===== src/rtl/fetch_ctrl_pkg.sv =====
// fetch_ctrl_pkg: shared definitions for the instruction fetch controller.
//   NextPC select codes, reset vector, FSM state encoding, IF->ID payload.
package fetch_ctrl_pkg;

   localparam int unsigned XLEN  = 32;
   localparam int unsigned SEL_W = 2;

   // NextPC select codes
   localparam logic [SEL_W-1:0] PC_SEL_ADD4    = 2'd0;
   localparam logic [SEL_W-1:0] PC_SEL_BRANCH  = 2'd1;
   localparam logic [SEL_W-1:0] PC_SEL_J_IMME  = 2'd2;
   localparam logic [SEL_W-1:0] PC_SEL_J_R     = 2'd3;

   localparam logic [XLEN-1:0]  RESET_VECTOR   = 32'hBFC0_0000;

   typedef enum logic [2:0] {
      ST_IDLE = 3'd0,
      ST_REQ  = 3'd1,
      ST_WAIT = 3'd2,
      ST_OUT  = 3'd3,
      ST_DROP = 3'd4
   } fetch_state_e;

   // Instruction presented to ID
   typedef struct packed {
      logic [XLEN-1:0] pc;
      logic [XLEN-1:0] inst;
   } if_pkt_t;

   // NextPC select: taken redirect code from ID, otherwise sequential
   function automatic logic [SEL_W-1:0] pc_sel_f(input logic             redirect,
                                                 input logic [SEL_W-1:0] sel);
      return redirect ? sel : PC_SEL_ADD4;
   endfunction

endpackage


===== src/rtl/fetch_ctrl_pc.sv =====
// fetch_ctrl_pc: fetch PC register plus the pending-redirect latch.
//   clk, rst         : clock, synchronous active-high reset
//   i_flush/_pc      : exception redirect (highest priority) and target
//   i_redirect       : ID holds a taken branch/jump; i_next_pc is its target
//   i_next_pc        : NextPC result (pc+4 or redirect target)
//   i_in_req         : fetch FSM is in REQ (request on the bus)
//   i_addr_ok        : memory accepted the current request address
//   o_pc             : address of the next instruction to request
module fetch_ctrl_pc
   import fetch_ctrl_pkg::*;
(
   input  logic            clk,
   input  logic            rst,
   input  logic            i_flush,
   input  logic [XLEN-1:0] i_flush_pc,
   input  logic            i_redirect,
   input  logic [XLEN-1:0] i_next_pc,
   input  logic            i_in_req,
   input  logic            i_addr_ok,
   output logic [XLEN-1:0] o_pc
);

   logic [XLEN-1:0] r_pc;
   logic [XLEN-1:0] r_pend_pc;
   logic            r_pend_valid;

   logic [XLEN-1:0] w_pc_nxt;
   logic [XLEN-1:0] w_pend_pc_nxt;
   logic            w_pend_valid_nxt;

   // PC / pending-target update priority: flush > accept > hold-in-REQ > redirect
   always_comb begin
      w_pc_nxt         = r_pc;
      w_pend_pc_nxt    = r_pend_pc;
      w_pend_valid_nxt = r_pend_valid;

      if (i_flush) begin
         w_pc_nxt         = i_flush_pc;
         w_pend_valid_nxt = 1'b0;
      end else if (i_in_req && i_addr_ok) begin
         // Request accepted: a same-cycle redirect replaces the +4,
         // otherwise a latched target wins over sequential flow.
         if (i_redirect) begin
            w_pc_nxt = i_next_pc;
         end else if (r_pend_valid) begin
            w_pc_nxt = r_pend_pc;
         end else begin
            w_pc_nxt = i_next_pc;
         end
         w_pend_valid_nxt = 1'b0;
      end else if (i_in_req) begin
         // Address must stay stable on the bus, so park the target
         if (i_redirect) begin
            w_pend_pc_nxt    = i_next_pc;
            w_pend_valid_nxt = 1'b1;
         end
      end else if (i_redirect) begin
         // Outside REQ the in-flight/held instruction is the delay slot
         w_pc_nxt = i_next_pc;
      end
   end

   always_ff @(posedge clk) begin
      if (rst) begin
         r_pc         <= RESET_VECTOR;
         r_pend_pc    <= '0;
         r_pend_valid <= 1'b0;
      end else begin
         r_pc         <= w_pc_nxt;
         r_pend_pc    <= w_pend_pc_nxt;
         r_pend_valid <= w_pend_valid_nxt;
      end
   end

   assign o_pc = r_pc;

endmodule


===== src/rtl/fetch_ctrl.sv =====
// fetch_ctrl: single-outstanding instruction fetch controller.
//   clk, rst                    : clock, synchronous active-high reset
//   W_pc / W_pc_sel             : PC and select code toward external NextPC
//   W_next_pc                   : NextPC result for W_pc_sel
//   W_redirect / W_redirect_sel : taken branch/jump in ID and its select code
//   W_flush / W_flush_pc        : exception redirect and target
//   W_inst_req / W_inst_addr    : instruction memory request
//   W_inst_addr_ok/_data_ok/_rdata : memory handshake and returned data
//   W_id_stall                  : ID cannot accept this cycle
//   W_if_valid/_inst/_pc        : instruction presented to ID
module fetch_ctrl
   import fetch_ctrl_pkg::*;
(
   input  logic             clk,
   input  logic             rst,
   output logic [XLEN-1:0]  W_pc,
   output logic [SEL_W-1:0] W_pc_sel,
   input  logic [XLEN-1:0]  W_next_pc,
   input  logic             W_redirect,
   input  logic [SEL_W-1:0] W_redirect_sel,
   input  logic             W_flush,
   input  logic [XLEN-1:0]  W_flush_pc,
   output logic             W_inst_req,
   output logic [XLEN-1:0]  W_inst_addr,
   input  logic             W_inst_addr_ok,
   input  logic             W_inst_data_ok,
   input  logic [XLEN-1:0]  W_inst_rdata,
   input  logic             W_id_stall,
   output logic             W_if_valid,
   output logic [XLEN-1:0]  W_if_inst,
   output logic [XLEN-1:0]  W_if_pc
);

   fetch_state_e r_state;
   fetch_state_e w_state_nxt;
   logic         r_inst_req;
   logic         r_if_valid;
   if_pkt_t      r_if;

   logic         w_in_req;
   logic         w_cap_pc;
   logic         w_cap_inst;

   assign w_in_req = (r_state == ST_REQ);

   // PC and pending-redirect bookkeeping
   fetch_ctrl_pc u_pc (
      .clk        (clk),
      .rst        (rst),
      .i_flush    (W_flush),
      .i_flush_pc (W_flush_pc),
      .i_redirect (W_redirect),
      .i_next_pc  (W_next_pc),
      .i_in_req   (w_in_req),
      .i_addr_ok  (W_inst_addr_ok),
      .o_pc       (W_pc)
   );

   // Next-state and capture strobes
   always_comb begin
      w_state_nxt = r_state;
      w_cap_pc    = 1'b0;
      w_cap_inst  = 1'b0;

      case (r_state)
         ST_IDLE: begin
            w_state_nxt = ST_REQ;
         end
         ST_REQ: begin
            if (W_flush) begin
               // Accepted-but-unreturned data must be drained; otherwise
               // the request is simply withdrawn and reissued.
               w_state_nxt = (W_inst_addr_ok && !W_inst_data_ok) ? ST_DROP : ST_REQ;
            end else if (W_inst_addr_ok) begin
               w_cap_pc = 1'b1;
               if (W_inst_data_ok) begin
                  w_cap_inst  = 1'b1;
                  w_state_nxt = ST_OUT;
               end else begin
                  w_state_nxt = ST_WAIT;
               end
            end
         end
         ST_WAIT: begin
            if (W_flush) begin
               w_state_nxt = W_inst_data_ok ? ST_REQ : ST_DROP;
            end else if (W_inst_data_ok) begin
               w_cap_inst  = 1'b1;
               w_state_nxt = ST_OUT;
            end
         end
         ST_OUT: begin
            if (W_flush || !W_id_stall) begin
               w_state_nxt = ST_REQ;
            end
         end
         ST_DROP: begin
            if (W_inst_data_ok) begin
               w_state_nxt = ST_REQ;
            end
         end
         default: begin
            w_state_nxt = ST_IDLE;
         end
      endcase
   end

   // State register; request/valid are decoded from the next state so they
   // leave the block straight from flops.
   always_ff @(posedge clk) begin
      if (rst) begin
         r_state    <= ST_IDLE;
         r_inst_req <= 1'b0;
         r_if_valid <= 1'b0;
         r_if       <= '0;
      end else begin
         r_state    <= w_state_nxt;
         r_inst_req <= (w_state_nxt == ST_REQ);
         r_if_valid <= (w_state_nxt == ST_OUT);
         if (w_cap_pc) begin
            r_if.pc <= W_pc;
         end
         if (w_cap_inst) begin
            r_if.inst <= W_inst_rdata;
         end
      end
   end

   assign W_pc_sel    = pc_sel_f(W_redirect, W_redirect_sel);
   assign W_inst_req  = r_inst_req;
   assign W_inst_addr = W_pc;
   assign W_if_valid  = r_if_valid;
   assign W_if_inst   = r_if.inst;
   assign W_if_pc     = r_if.pc;

endmodule


===== config.mk =====
export PLATFORM = sky130hd
export DESIGN_NAME = fetch_ctrl
export DESIGN_NICKNAME = d
export VERILOG_FILES = /design/src/rtl/fetch_ctrl_pkg.sv /design/src/rtl/fetch_ctrl_pc.sv /design/src/rtl/fetch_ctrl.sv
export SDC_FILE = /design/constraint.sdc
export NUM_CORES = 1
export LEC_CHECK = 0
export CAP_MARGIN = 20
export CELL_PAD_IN_SITES_DETAIL_PLACEMENT = 1
export CELL_PAD_IN_SITES_GLOBAL_PLACEMENT = 1
export CORE_ASPECT_RATIO = 1.5
export CORE_MARGIN = 2
export CORE_UTILIZATION = 30
export DETAILED_ROUTE_END_ITERATION = 8
export PLACE_DENSITY = 0.91
export SLEW_MARGIN = 20
export SYNTH_ARGS = -nofsm -noshare
export SYNTH_HDL_FRONTEND = slang
export SYNTH_SLANG_ARGS = --single-unit

===== constraint.sdc =====
create_clock -name clk -period 2 [get_ports clk]
set_input_delay 0.5 -clock clk [delete_from_list [all_inputs] [get_ports clk]]
set_output_delay 0.5 -clock clk [all_outputs]
set_load 0.05 [all_outputs]

==> flow_summary.ini <==
[run_status]
status = completed

[layout]
multi_input_area_mm2 = 0.00248
syn2layout_area_growth_pct = 51.6
nFillCells = 2216
fin_nets = 1010
register_area_mm2 = 0.00268
fin_cells = 1171
final_cell_mix = nand2_1, a21oi_1, dfxtp_1
layout_commonest_cell = nand2_1
drive_gt1_share_pct = 16.6

[cts]
cts_tree = done
cts_max_path_buffers = 2
cts_sinks = 134
h-tree-depth = 4
clkLatencyLatePin_ps = 420
clk_pin_slew_ps = 60
root_buffer = clkbuf_16
cts_inserted_buffers = 17

[yosys]
synth_nets = 820
synth.top_cell.area_share_pct = 47.2
async_flop_share_pct = 0
yosys_register_bits = 134
synth_largest_area_cell = dfxtp_1
synthesis.area_mm2 = 0.00568
synthDistinctLibCells = 32
ys_seq_area_share_pct = 47.2
yosys_warnings = 0
synth_top_family_by_area = simple AND/OR/NAND/NOR gates
synth-simple-area-share_pct = 23.2
synth-edff-count = 0
synthMuxAreaShare_pct = 0
ys.flop_type = dfxtp_1
avgSynthCellArea_um2 = 7.95
synth_compound_area_share_pct = 20.2
synth_area_leaders = dfxtp_1, nand2_1, a21oi_1
synthXorXnorAreaFrac_pct = 0
syn_inst = 715
synthAdderAreaFrac_pct = 0

[detailed_routing]
drt-total-wl_um = 19600
drc = 0
wire_per_inst_um = 16.8
vias = 5748
drt-pass1-iter-count = 4
viasPerCell = 4.91
ant_nets = 0
drt_first_iter_violations = 189

[critical_path]
crit_family = buffers and inverters
rr_worst_depth = 5
startpoint_type = flip-flop
regToRegSetupSlack_ps = 190
cp_max_fo = 4
worstReg2RegEnd = u_pc.o_pc[10]
r2r-start = r_state[0]
critPathRequiredTime_ps = 1500
worstPathArrival_ps = 1350
crit_type = flip-flop to primary output
worst_path_max_delay_cell = dlygate4sd2_1
critPathBufInv = 1
cp_slowest_stage_delay_ps = 550
path_cells = dlygate4sd2_1
crit_path_end_kind = primary output

[die]
fp-row-count = 61
core_area_mm2 = 0.0185
die_x_um = 116
dieArea_mm2 = 0.0201
start_util_pct = 30.6
die_h_um = 173
num_io_pins = 237

[grt]
antenna_found_initial = 1
grt_pass1_wl_um = 31000
gr-total-overflow = 0
grt.met3_usage_pct = 5.78
grt_use_met2_pct = 35.8
grt_pass1_vias = 6025
use_met1_pct = 20.7
grt_max_degree = 71
top_usage_layer = met2
grt_use_total_pct = 19.7

[sta]
tns_ps = 0
final.min_clock_period_ps = 1850
finalMaxSlewViolations = 0
timing.final.ws_setup_ps = 154
tightest_slew_ps = 521
setup_viol = 0
finalCritPeriodShare_pct = 92.3
rsz0062_at_grt = false
slew_headroom_pct = 65.4
fmax_mhz = 542
finalHoldViolCount = 0
fin_skew_ps = 9.30

[job]
cap_violations = 0

[pwr]
power_density_mw_per_mm2 = 900
p_leak_nw = 3.47
peakVddDrop_mv = 0.560

[worst_hold_path]
holdPathStages = 2
min_to = W_if_inst[31]
worstHoldPathType = flip-flop to flip-flop
worstHoldStart = W_if_inst[31]

[placement]
port_buffers = 236
dp_slack_ps = -304
place_congestion = 0.790
dp_cells = 1138
hpwl_um = 13800
[per-stage QoR]
stage | power (mW) | area (um^2) | util (%) | hold WS (ps)
floorplan | 3.91 | 5680 | - | 437
global placement | 4.46 | 8030 | 43.3 | 441
detailed placement | 4.49 | 8030 | 43.3 | 449
CTS | 7.86 | 8600 | 46.4 | 454
global route | 8.05 | 8620 | 46.5 | 473
finish | 7.76 | 8620 | 46.5 | 450
[worst max path at each step]
stage             startpoint                end  slack (ps)  depth (start not counted)
5_1_grt        u_pc.o_pc[10]           W_pc[10]          80                          1
3_3_place_gp      W_redirect  u_pc.r_pend_pc[3]        -220                          7
3_5_place_dp      W_redirect       u_pc.o_pc[9]        -300                          6
6_report       u_pc.o_pc[10]           W_pc[10]         150                          1
4_1_cts           W_redirect        W_pc_sel[0]           7                          4
2_1_floorplan     W_redirect       u_pc.o_pc[2]         280                          6
[power by group]
part	internal, mW	switching [mW]	leakage [nW]
clock network	2.15	1.20	0.311
logic	0.564	0.954	2.07
registers	2.79	0.104	1.09
[repair_timing]
action,in CTS,in global routing
hold buffers,0,0
resized for setup,46,4
buffers inserted,0,0
setup endpoints to repair,46,16
[area by class of cell]
type / count / area share, %
multi-input cells: 486 / 28.8
repair buffers: 263 / 28.9
clock inverters: 12 / 2.02
inverters: 3 / 0.131
flip-flops and latches: 134 / 31.1
well taps: 252 / 3.66
diodes: 1 / 0.0290
clock buffers: 20 / 5.30
[sequential cells by signal, indices dropped and copies added (netlist names)]
| name | count |
|---|---|
| W_if_inst | 32 |
| W_if_pc | 32 |
| W_if_valid | 1 |
| W_inst_req | 1 |
| r_state | 3 |
| u_pc.o_pc | 32 |
| u_pc.r_pend_pc | 32 |
| u_pc.r_pend_valid | 1 |
[cells in the mapped netlist (2+ instances only)]
cell type and number:
nand2_1 195, a21oi_1 139, dfxtp_1 134, clkbuf_1 37, buf_4 35, nor2_1 30, nor4_1 24, a32o_1 23
nand2b_1 23, buf_2 17, nor2b_1 11, a41o_1 9, o31ai_1 9, and2_1 3, buf_6 3, inv_1 3
nor3_1 2, nor4bb_1 2, o21ai_0 2, or3b_1 2
[cell families (layout without fill, tap and decap cells)]
logic type | Yosys count | after routing
AND/OR/NAND/NOR | 298 | 298
AO/OA/AOI/OAI | 188 | 188
flip-flops | 134 | 134
buffers and inverters | 95 | 298
other | 0 | 1
[routing by layer]
metal	routed length, um	share of wire (%)
met4	562	2.9
met3	1260	6.4
met2	10300	52
met1	7510	38
met5	0	0
Note: power is estimated with default switching activity, not from simulation.
